`src/rtl/dd_pkg.sv`:
```
// Shared definitions for the input event encoder: event codes, source indexing and
// the priority selection used by the arbiter.
package dd_pkg;

   localparam int DEBOUNCE_DEFAULT = 1000000;
   localparam int N_SRC            = 6;

   // Source index s (0..3 up/down/left/right, 4 rand, 5 reset) maps to event code s+1
   typedef enum logic [2:0] {
      EVT_NONE  = 3'd0,
      EVT_UP    = 3'd1,
      EVT_DOWN  = 3'd2,
      EVT_LEFT  = 3'd3,
      EVT_RIGHT = 3'd4,
      EVT_RAND  = 3'd5,
      EVT_RESET = 3'd6
   } evt_code_e;

   function automatic logic [2:0] pick_code(input logic [N_SRC-1:0] pend);
      if (pend[5]) return EVT_RESET;
      if (pend[4]) return EVT_RAND;
      if (pend[0]) return EVT_UP;
      if (pend[1]) return EVT_DOWN;
      if (pend[2]) return EVT_LEFT;
      if (pend[3]) return EVT_RIGHT;
      return EVT_NONE;
   endfunction

endpackage

```
`src/rtl/debounce_bit.sv`:
```
// Two-flop synchroniser followed by a counter debouncer for one raw input.
module debounce_bit
   import dd_pkg::*;
#(
   parameter int DEBOUNCE_CYCLES = DEBOUNCE_DEFAULT,
   parameter int CNT_W           = 20
) (
   input  logic clk,
   input  logic rst,
   input  logic raw_i,
   output logic stable_o
);

   logic             sync1_q, sync2_q, stable_q;
   logic [CNT_W-1:0] cnt_q;

   always_ff @(posedge clk or negedge rst) begin
      if (!rst) begin
         sync1_q  <= 1'b0;
         sync2_q  <= 1'b0;
         stable_q <= 1'b0;
         cnt_q    <= '0;
      end else begin
         sync1_q <= raw_i;
         sync2_q <= sync1_q;
         if (sync2_q == stable_q) begin
            cnt_q <= '0;
         end else if (cnt_q == CNT_W'(DEBOUNCE_CYCLES - 1)) begin
            stable_q <= ~stable_q;
            cnt_q    <= '0;
         end else begin
            cnt_q <= cnt_q + CNT_W'(1);
         end
      end
   end

   assign stable_o = stable_q;

endmodule

```
`src/rtl/input_event_encoder.sv`:
```
// Debounces board switches/buttons and presents button presses as coded events
// over valid/ready. Define AUTO_REPEAT_EN to add auto-repeat on held direction buttons.
module input_event_encoder
   import dd_pkg::*;
#(
   parameter int DEBOUNCE_CYCLES = DEBOUNCE_DEFAULT,
   parameter int CNT_W           = 20
`ifdef AUTO_REPEAT_EN
   , parameter int REPEAT_CYCLES = 25000000
`endif
) (
   input  logic       clk,
   input  logic       rst,
   input  logic [3:0] act_bt,
   input  logic       rand_bt,
   input  logic       rst_bt,
   input  logic       st_sw,
   input  logic [4:0] bd_num_sw,
   input  logic       evt_ready,
   output logic       evt_valid,
   output logic [2:0] evt_code,
   output logic       evt_lost,
   output logic       st_level,
   output logic [4:0] bd_num
);

   logic [6:0]       raw_in, stable;
   logic [4:0]       bd_s1_q, bd_s2_q, bd_q;
   logic [CNT_W-1:0] bd_cnt_q;
   logic [5:0]       stable_prev_q, rise, rep, clr, pend_q, pend_d;
   logic             valid_q, valid_d, lost_q, lost_d;
   logic [2:0]       code_q, code_d, sel_code;

   assign raw_in = {st_sw, rst_bt, rand_bt, act_bt};

   for (genvar gi = 0; gi < 7; gi++) begin : g_db
      debounce_bit #(
         .DEBOUNCE_CYCLES(DEBOUNCE_CYCLES),
         .CNT_W          (CNT_W)
      ) u_db (
         .clk     (clk),
         .rst     (rst),
         .raw_i   (raw_in[gi]),
         .stable_o(stable[gi])
      );
   end

   // The board number is debounced as one vector so a partially settled value never shows
   always_ff @(posedge clk or negedge rst) begin
      if (!rst) begin
         bd_s1_q  <= '0;
         bd_s2_q  <= '0;
         bd_q     <= '0;
         bd_cnt_q <= '0;
      end else begin
         bd_s1_q <= bd_num_sw;
         bd_s2_q <= bd_s1_q;
         if (bd_s1_q != bd_s2_q || bd_s2_q == bd_q) begin
            bd_cnt_q <= '0;
         end else if (bd_cnt_q == CNT_W'(DEBOUNCE_CYCLES - 1)) begin
            bd_q     <= bd_s2_q;
            bd_cnt_q <= '0;
         end else begin
            bd_cnt_q <= bd_cnt_q + CNT_W'(1);
         end
      end
   end

`ifdef AUTO_REPEAT_EN
   localparam int RPT_W = $clog2(REPEAT_CYCLES);

   for (genvar gd = 0; gd < 4; gd++) begin : g_rpt
      logic [RPT_W-1:0] cnt_q;
      always_ff @(posedge clk or negedge rst) begin
         if (!rst) begin
            cnt_q <= '0;
         end else if (!stable[gd] || cnt_q == RPT_W'(REPEAT_CYCLES - 1)) begin
            cnt_q <= '0;
         end else begin
            cnt_q <= cnt_q + RPT_W'(1);
         end
      end
      assign rep[gd] = stable[gd] && (cnt_q == RPT_W'(REPEAT_CYCLES - 1));
   end
   assign rep[5:4] = 2'b00;
`else
   assign rep = '0;
`endif

   assign rise = stable[5:0] & ~stable_prev_q;

   always_comb begin
      sel_code = pick_code(pend_q);
      clr      = '0;
      valid_d  = valid_q;
      code_d   = code_q;
      if (!valid_q || evt_ready) begin
         valid_d = (sel_code != EVT_NONE);
         code_d  = sel_code;
         if (sel_code != EVT_NONE) clr[sel_code - 3'd1] = 1'b1;
      end
      // A pending bit freed by this load can accept a new press without loss
      pend_d = (pend_q & ~clr) | rise | rep;
      lost_d = |(rise & pend_q & ~clr);
   end

   always_ff @(posedge clk or negedge rst) begin
      if (!rst) begin
         stable_prev_q <= '0;
         pend_q        <= '0;
         valid_q       <= 1'b0;
         code_q        <= EVT_NONE;
         lost_q        <= 1'b0;
      end else begin
         stable_prev_q <= stable[5:0];
         pend_q        <= pend_d;
         valid_q       <= valid_d;
         code_q        <= code_d;
         lost_q        <= lost_d;
      end
   end

   assign evt_valid = valid_q;
   assign evt_code  = code_q;
   assign evt_lost  = lost_q;
   assign st_level  = stable[6];
   assign bd_num    = bd_q;

endmodule

```
`config.mk`:
```
export PLATFORM = sky130hd
export DESIGN_NAME = input_event_encoder
export DESIGN_NICKNAME = d
export VERILOG_FILES = /design/src/rtl/dd_pkg.sv /design/src/rtl/debounce_bit.sv /design/src/rtl/input_event_encoder.sv
export SDC_FILE = /design/constraint.sdc
export NUM_CORES = 1
export LEC_CHECK = 0
export ABC_CLOCK_PERIOD_IN_PS = 2400
export CAP_MARGIN = 10
export CORE_UTILIZATION = 45
export CTS_BUF_LIST = sky130_fd_sc_hd__clkbuf_16
export DETAILED_ROUTE_END_ITERATION = 8
export GPL_ROUTABILITY_DRIVEN = 1
export PLACE_DENSITY = 0.62
export SETUP_SLACK_MARGIN = 0.05
export SKIP_LAST_GASP = 1
export SLEW_MARGIN = 20
export SYNTH_ARGS = -nofsm -noshare
export SYNTH_HDL_FRONTEND = slang
export SYNTH_SLANG_ARGS = --single-unit
```
`constraint.sdc`:
```
create_clock -name clk -period 2.4 [get_ports clk]
set_clock_uncertainty 0.05 [all_clocks]
set_input_delay 0.48 -clock clk [delete_from_list [all_inputs] [get_ports clk]]
set_output_delay 0.48 -clock clk [all_outputs]
set_load 0.03 [all_outputs]
```
After elaboration in Yosys (flattened, before gate mapping)
Index checks and enable logic that the tools add are counted.
{"block": "op_classes", "addsub": 9, "multipliers": 0, "div_mod_pow": 0, "order_cmp": 2, "eq_ne": 17, "shifts": 0, "n_mux": 54, "bitwise": 22, "n_reduce_logical": 14}
{"cell": "$mux W20", "count": 16}
{"cell": "$add A20 B1 Y20 const B", "count": 8}
{"cell": "$eq A20 B20 Y1 const B", "count": 8}
{"cell": "$mux W3", "count": 13}
{"cell": "$and A6 B6 Y6", "count": 4}
{"cell": "$mux W1", "count": 22}
{"cell": "$reduce_and A2 Y1", "count": 8}
{"cell": "$not A1 Y1", "count": 15}
{"cell": "$mux W6", "count": 2}
{"cell": "$not A6 Y6", "count": 2}
{"cell": "$eq A1 B1 Y1", "count": 7}
{"cell": "$or A6 B6 Y6", "count": 1}
{"cell": "$reduce_or A6 Y1", "count": 1}
{"cell": "$eq A5 B5 Y1", "count": 1}
{"cell": "$ne A5 B5 Y1", "count": 1}
{"cell": "$lt A3 B4 Y1 const B", "count": 1}
{"cell": "$demux W1 S3", "count": 1}
{"cell": "$ge A3 B1 Y1 const B", "count": 1}
{"cell": "$reduce_bool A3 Y1", "count": 1}
{"cell": "$sub A3 B1 Y3 const B", "count": 1}
{"cell": "$logic_or A1 B1 Y1", "count": 2}
{"cell": "$logic_and A1 B1 Y1", "count": 1}
{"cell": "$logic_not A1 Y1", "count": 1}
{"block": "word_totals", "ff_bits": 213, "latch_bits": 0, "mem_bits_rw": 0, "romBits": 0, "input_bits": 15, "output_inout_bits": 11, "mem_count": 0}

Logic depth before layout (Yosys ltp)
{"block": "logic_depth", "word_depth": 32, "mapped_depth": 10, "depth_no_buf": 10}

By module
Synthesis repeated with hierarchy kept, for this count alone.
{"block": "unflattened", "hier_cells": 957, "hier_area_um2": 10073.4}
{"mod": "debounce_bit", "n_inst": 7, "cells_each": 108, "area_per_inst_um2": 1114.8, "seq_area_each_um2": 575.6}
{"mod": "input_event_encoder", "n_inst": 1, "cells_each": 201, "area_per_inst_um2": 2269.7, "seq_area_each_um2": 1301.2}

Least setup slack after synthesis
Ideal clock, no wire load.
{"block": "synth_timing", "path_type": "flip-flop to flip-flop", "start": "register pend_q[2]", "end": "register lost_q (netlist: evt_lost)", "setup_time_ps": 138, "t_arrival_ps": 2138, "t_required_ps": 2212, "setup_slack_ps": 74, "path_stages_with_launch": 10, "n_path_buf": 0, "period_less_slack_ps": 2326, "path_cell_list": "dfrtp_1 -> or2_2 -> nor3b_1 -> nor3_1 -> ha_1 -> nor2b_1 -> nand2_1 -> o31ai_1 -> nor3_1 -> or4_1"}
{"block": "synth_between", "elab_chain_cells": 20}
{"item": "from (decl)", "line": "input_event_encoder.sv:30", "rtl": "logic [5:0] stable_prev_q, rise, rep, clr, pend_q, pend_d;"}
{"item": "from (signal assigned)", "line": "input_event_encoder.sv:116", "rtl": "pend_q <= pend_d;"}
{"item": "$mux W1 (2 in series)", "line": "dd_pkg.sv:24", "rtl": "if (pend[2]) return EVT_LEFT;"}
{"item": "$mux W1", "line": "dd_pkg.sv:23", "rtl": "if (pend[1]) return EVT_DOWN;"}
{"item": "$mux W1", "line": "dd_pkg.sv:22", "rtl": "if (pend[0]) return EVT_UP;"}
{"item": "$mux W1", "line": "dd_pkg.sv:21", "rtl": "if (pend[4]) return EVT_RAND;"}
{"item": "$mux W3", "line": "dd_pkg.sv:25", "rtl": "if (pend[3]) return EVT_RIGHT;"}
{"item": "$mux W3", "line": "dd_pkg.sv:24"}
{"item": "$mux W3", "line": "dd_pkg.sv:23"}
{"item": "$mux W3", "line": "dd_pkg.sv:22"}
{"item": "(+4 left out)"}
{"item": "$mux W1 (implied by the code)", "line": "input_event_encoder.sv:100", "rtl": "if (sel_code != EVT_NONE) clr[sel_code - 3'd1] = 1'b1;"}
{"item": "$demux W1 S3", "line": "input_event_encoder.sv:100"}
{"item": "$mux W6", "line": "input_event_encoder.sv:100"}
{"item": "$mux W6", "line": "input_event_encoder.sv:97", "rtl": "if (!valid_q || evt_ready) begin"}
{"item": "$not A6 Y6", "line": "input_event_encoder.sv:104", "rtl": "lost_d = |(rise & pend_q & ~clr);"}
{"item": "$and A6 B6 Y6 (*)", "line": "input_event_encoder.sv:104"}
{"item": "$reduce_or A6 Y1 (*)", "line": "input_event_encoder.sv:104"}
{"item": "named net lost_d", "line": "input_event_encoder.sv:31", "rtl": "logic valid_q, valid_d, lost_q, lost_d;"}
{"item": "to (signal assigned)", "line": "input_event_encoder.sv:119", "rtl": "lost_q <= lost_d;"}
{"item": "to (decl)", "line": "input_event_encoder.sv:31"}
Mark *: on every way through the listed nets, which the timed path passes. The rest lies on a longest branch. The select of a mux whose other input is x is not followed.
A chain may end at the register's enable or synchronous reset.

Worst setup path after layout
{"block": "layout_timing", "start": "register pend_q[1]", "end": "register lost_q (netlist: evt_lost)"}
{"block": "layout_between", "elab_chain_cells": 19}
{"item": "$mux W3", "line": "dd_pkg.sv:23"}
{"item": "$mux W3", "line": "dd_pkg.sv:24"}
{"item": "$mux W3", "line": "dd_pkg.sv:25"}
{"item": "$mux W3", "line": "dd_pkg.sv:26", "rtl": "return EVT_NONE;"}
{"item": "$mux W3", "line": "dd_pkg.sv:25"}
{"item": "$mux W3", "line": "dd_pkg.sv:24"}
{"item": "$mux W3", "line": "dd_pkg.sv:23"}
{"item": "$mux W3", "line": "dd_pkg.sv:22"}
{"item": "(+4 left out)"}
{"item": "$mux W1 (implied by the code)", "line": "input_event_encoder.sv:100"}
{"item": "$demux W1 S3", "line": "input_event_encoder.sv:100"}
{"item": "$mux W6", "line": "input_event_encoder.sv:100"}
{"item": "$mux W6", "line": "input_event_encoder.sv:97"}
{"item": "$not A6 Y6", "line": "input_event_encoder.sv:104"}
{"item": "$and A6 B6 Y6 (*)", "line": "input_event_encoder.sv:104"}
{"item": "$reduce_or A6 Y1 (*)", "line": "input_event_encoder.sv:104"}
{"item": "named net lost_d", "line": "input_event_encoder.sv:31"}
Marked as above.

==> key figures <==
STA
  – Setup-failing EPs final: 0
  – Fin Setup TNS: 0 ns
  – Minimum clock period: 2.33 ns
  – Hold Vio Cnt, Final: 0
  – RSZ-0062 raised after global routing: true
  – Final period util: 0.970
  – Final Max Slew Viols: 0
  – Measured slew at the worst slew-check pin: 0.615 ns
  – Slew headroom: 0.587
  – Fmax: ~430 MHz

Placement
  – Buffers on Ports: 25
  – Dpl hpwl: about 11000 um
  – Placed Cells incl. Taps: approximately 1200
  – GPL Wtd Cong: ~0.77
  – Placed Instance Area: around 10000 um^2

Floorplanning
  – Initial Util: 0.459
  – Core area: about 21000 um^2
  – Die area: approximately 22000 um^2
  – Die Span Y: 149 um
  – Die W: 149 um
  – Row cnt: 53
  – Ports: 26

Setup path
  – Worst-case reg-to-reg path depth: 10
  – Origin of the critical flop-to-flop path: pend_q[1]
  – RR Endpoint: evt_lost
  – Register-to-register setup slack: approximately 0.073 ns
  – CP Max Fanout: 3
  – Crit path required time: ~2.7 ns
  – Worst setup EP type: register
  – Crit Path Category: reg2reg
  – Crit path DAT: roughly 2.6 ns
  – Worst setup SP type: register

Synth
  – Synth unique cells: 46
  – Yosys top cell by area: dfrtp_1
  – Ys flop type: dfrtp_1
  – Synth Warn #: 0
  – Seq cells post-synth: 213
  – Mux cell area share after synthesis: 0.0105
  – Cell area after synthesis: around 9700 um^2
  – Register area share after synthesis: 0.552
  – Syn Area/Cell: approximately 10 um^2
  – Post-synth EDFFs: 0
  – Async SR Flop Fraction: 1.00
  – Post-Synth XOR/XNOR Area: 0.142
  – Gate Count Post-Synth: about 920
  – Largest family of logic cells by synthesized area: simple AND/OR/NAND/NOR gates
  – Synth Area in Adders: 0.0130
  – Syn nets: around 950
  – Simple-gate share of the synthesized area: 0.244
  – Synth area leaders: dfrtp_1, xor2_1, nor2_1
  – Share of the synthesized area in the top cell type: 0.552
  – Compound-Gate Fraction of Synth Area: 0.0199

Cells and area
  – Layout cells sized above 1: 0.0843
  – Non-filler cells, final: ~1300
  – Nets: approximately 1000
  – Post-route cell area: approximately 11000 um^2
  – Layout area overhead: 14.9%
  – Antenna diodes: 0

Routing
  – WL final: between 15000 and 20000 um
  – DR iter-0 viols: 216
  – Post-route DRC: 0
  – Detailed-router iteration count before antenna repair: 6
  – Via count: 6383
  – Post-DRT Antenna Nets: 0
  – Wire per inst: 13.4 um
  – Vias per cell: between 5 and 6

Min path
  – Hold path start: g_db[4].u_db.sync1_q
  – Sink of the worst hold path: g_db[4].u_db.sync2_q
  – Hold depth: 0
  – Worst min path class: reg2reg

Power and ir drop
  – Max VDD drop: between 500 and 600 uV
  – Power Density: 740 nW/um^2
  – Leak: around 4.9 nW

Clock tree
  – CTS tree: built
  – Total clock sinks: 213
  – CTS H-tree depth: 1
  – Clk Tree Root Cell: clkbuf_16
  – CTS Buffer Depth: 3
  – Clock transition at path regs: roughly 0.060 ns
  – Post-CTS Setup Repair Bufs: 0
  – Clock Latency Late Sink: around 0.5 ns
  – TritonCTS buffer count: 23

Global routing
  – Total global routing overflow: 0
  – Antenna violations before repair: 0
  – Vias in the first global route: ~6300
  – Total track usage: 0.160
  – Global-route wire length before repair: ~30000 um
  – Largest net degree at the start of global routing: 65

Job
  – Max-cap violations: 0

Status
  – Status: complete, no violations
[worst max-delay path: stages, from the launching register on]
cell and delay [ns]:
dfrtp_1 0.40, nand2b_4 0.16, a21oi_4 0.16, inv_2 0.08
ha_4 0.16, ha_4 0.17, nor2b_4 0.12, nand2_2 0.07
o31ai_2 0.26, nor3_1 0.07, or4_1 0.48
[Yosys cell counts, types with 16 or more instances]
cell type	instances
and3_1	28
buf_2	16
dfrtp_1	213
inv_1	17
nand2_1	64
nand3_1	61
nand4_1	35
nor2_1	178
nor3_1	17
o21ai_0	17
xnor2_1	45
xor2_1	112
[power by group]
part / switching [mW] / leakage (nW) / total (mW) / internal, mW
sequential: 0.112 / 2.90 / 3.81 / 3.70
clock: 1.34 / 0.353 / 3.16 / 1.82
combinational: 0.639 / 1.63 / 1.24 / 0.605
total: 2.09 / 4.88 / 8.22 / 6.13
[area by class of cell]
type,instances,area [um^2]
Fill cell,1926,9920
Multi-Input combinational cell,670,4260
Timing Repair Buffer,45,437
Clock buffer,23,576
Sequential cell,213,5330
Inverter,18,67.6
Tap cell,275,344
Clock inverter,16,87.6
[how the worst max path moves through the flow]
stage                     startpoint       end  slack (ns)  cells past startpoint
after floorplan            pend_q[2]  evt_lost        0.07                      9
after global routing       pend_q[1]  evt_lost       -0.02                     10
after detailed placement   pend_q[2]  evt_lost       -0.05                      8
final                      pend_q[1]  evt_lost        0.07                     10
after CTS                  pend_q[1]  evt_lost        0.09                     10
after global placement     pend_q[2]  evt_lost       -0.01                      8
[cells in the final DEF (no fill, tap or decap), drive strengths merged, types with 2 or more instances in the layout]
master,synthesis,routed
clkdlybuf4s50,0,24
clkbuf,5,23
xnor2,45,45
and2,5,5
and3,28,28
clkinv,0,7
ha,10,10
nand3b,4,4
buf,17,20
nor2,178,178
nor4,16,16
or2,6,6
mux2,9,9
dfrtp,213,213
a21oi,9,9
and4,10,10
nor3b,2,2
nor3,21,21
or3,4,4
nand4,38,38
o21ai,17,17
nor2b,2,2
nand3,61,61
nand4b,3,3
inv,18,26
xor2,112,112
nand2b,9,9
nand2,65,65
nor4b,8,8
or4,2,2
[metal layers]
metal,up-vias,part of all wire,track usage
met2,65,0.44,0.249
met3,28,0.033,0.0285
li1,3205,-,-
met4,0,0.020,0.0433
met5,-,0,0
met1,3085,0.50,0.229
[metrics by stage]
| stage | setup slack (ns) | util | hold WS, ns | power (mW) |
|---|---|---|---|---|
| after floorplan | 0.0739 | - | 0.134 | 4.32 |
| after global placement | -0.0128 | 0.491 | 0.283 | 4.69 |
| after detailed placement | -0.0472 | 0.491 | 0.288 | 4.71 |
| after CTS | 0.0858 | 0.525 | 0.300 | 8.11 |
| after global routing | -0.0167 | 0.528 | 0.300 | 8.60 |
| final | 0.0732 | 0.528 | 0.298 | 8.22 |
[registers in the layout, indices dropped and copies added, names as in the netlist, 5 cells and up]
register            count
bd_s2_q                 5
bd_s1_q                 5
pend_q                  6
g_db.u_db.sync2_q       7
bd_cnt_q               20
g_db.u_db.cnt_q       140
g_db.u_db.stable_o      7
bd_num                  5
g_db.u_db.sync1_q       7
stable_prev_q           6
[cells by family (layout without fill, tap and decap cells)]
family	after synthesis	after routing
XOR/XNOR	157	157
flip-flops	213	213
adder cells (fa/ha/maj)	10	10
buffers and inverters	40	102
multiplexers	9	9
AO/OA/AOI/OAI	31	31
AND/OR/NAND/NOR	463	463
[timing repair]
item                                    CTS  global route
endpoints found under the hold margin    47             0
pin swaps                                 6             8
resized for setup                        12            13
endpoints found under the setup margin    1             1
hold buffers                              1             0
No activity file was read; power rests on OpenSTA's default activity.
==> variant, RTL diff (same flow settings) <==
`CNT_W` is set to 20 in 2 places; all go to 30.
--- a/src/rtl/debounce_bit.sv
+++ b/src/rtl/debounce_bit.sv
@@ -5,3 +5,3 @@
    parameter int DEBOUNCE_CYCLES = DEBOUNCE_DEFAULT,
-   parameter int CNT_W           = 20
+   parameter int CNT_W           = 30
 ) (
--- a/src/rtl/input_event_encoder.sv
+++ b/src/rtl/input_event_encoder.sv
@@ -6,3 +6,3 @@
    parameter int DEBOUNCE_CYCLES = DEBOUNCE_DEFAULT,
-   parameter int CNT_W           = 20
+   parameter int CNT_W           = 30
 `ifdef AUTO_REPEAT_EN
Check against the original RTL: same outputs for any inputs over 4 cycles, from zero or initial values and one cycle with rst low; that may be too few to reach the edited logic, so the function may still have changed.
==> variant against the unedited design <==
Fmax is 1.1% higher. Routed wire length is 65% higher. Combinational power is 3% lower. Final area is 46% higher. Total power is 32% higher. Sequential cell count is 80 higher. Critical path depth stayed put. Cell count is 53% higher. Area after synthesis is 45% higher. Worst setup slack better by 0.025 ns. Global-route usage is 2.1 points higher. Largest power group unchanged.
==> variant: results (changes against the unedited design) <==
Layout
  • Reg area: 0.007332 sq mm (+38%)
  • Bufs w/o clock: 91 (+100%)
  • Non-clk invs: 28 (+10)
  • Fraction of layout cells with a size suffix above 1: 10.42% (+2.0 points)
  • Clock-cell share of area: 5.820% (-0.16 points)
  • Top Registers: g_db.u_db.cnt_q: 210 flops, bd_cnt_q: 30 flops
  • Multi-Input Combinational: 1069 (+60%)
  • # clk buffers: 31 (+35%)
  • FILL cells: 2745 (+43%)
  • Synthesis-to-finish area growth: 16.13%
  • Nets: 1539 (+55%)
  • Non-Filler Instances: 1931 (+53%)

Global routing
  • Pin count of the biggest net entering global routing: 56 (-14%)
  • First-pass GRT wire length: 48.00 mm (+62%)
  • Vias in the first global route: 9975 (+59%)
  • GRT Util Overall: 18.10% (+2.1 points)

Yosys
  • Area contributors post-synth: dfrtp_1 (52%), xor2_1 (7.6%), nor2_1 (6.7%), xnor2_1 (5.4%), nand4_1 (3.5%)
  • Distinct cells, synth: 57 (+24%)
  • Seq/Total Area, Yosys: 52.39% (-2.8 points)
  • Top post-synthesis cells by count: dfrtp_1 (293), nor2_1 (250), xor2_1 (121), nand2_1 (111), nand3_1 (94)
  • Synthesized Nets: 1447 (+53%)

Clock network
  • Post_cts resized: 7 (-5)
  • Worst skew pair latency: 0.56 ns (+0.06 ns)
  • Post CTS Setup Buffer Count: 5 (+5)
  • CTS Sinks: 293 (+38%)

Detailed routing
  • First DRT Iteration DRCs: 564 (+160%)
  • DR WL/cell: 14.37 um (+7.6%)
  • Pre-antenna DRT Iters: 5 (-1)

STA
  • Minimum clock period: 2.301 ns (-0.02534 ns)
  • Hold_ws: 0.2938 ns (-0.004535 ns)

Place
  • Placed cell area: 0.01515 sq mm (+47%)
  • Setup WS pre-CTS: -0.02483 ns (+0.02234 ns)
  • GPL Wtd Cong: 0.7899 (+2.3%)

Die
  • Die footprint: 0.03181 sq mm (+44%)

Worst setup path
  • Crit-path slowest cell: dfrtp_1

Run status
  • Status: complete, no violations

Power and ir drop
  • Lkg Pwr: 0.006710 uW (+38%)

Worst hold path
  • HP Start: g_db[6].u_db.sync1_q$_DFF_PN0_
  • Hold EP: g_db[6].u_db.sync2_q$_DFF_PN0_
[variant: worst register-to-register path: cells and delay by family, from the launching register on]
kind | cells | cell delay [ns]
AOI/OAI and AO/OA | 2 | 0.55
adders and majority gates | 1 | 0.28
buffers and inverters | 1 | 0.11
DFF | 1 | 0.40
and+or+nand+nor | 6 | 0.79
[variant: cells by family after synthesis]
logic type                 share of synthesized area (%)
AOI/OAI and AO/OA                                  3.415
xor gates and xnor gates                           13.02
adders and majority gates                         0.8941
buffers and inverters                              1.681
DFF                                                52.39
muxes                                              1.046
and+or+nand+nor                                    27.55
[variant: power breakdown]
part           switching (uW)  internal (uW)
clock network            1930           2550
registers                 113           5050
logic                     616            582
total                    2660           8170
[variant: routing by layer]
layer / vias up / GRT usage [%] / wire [um] / part of all wire (%)
li1: 5158 / - / - / -
met1: 4981 / 26.14 / 13860 / 50
met2: 98 / 28.89 / 12610 / 45
met3: 37 / 2.451 / 771 / 2.8
met4: 0 / 3.990 / 510 / 1.8
met5: - / 0 / 0 / 0
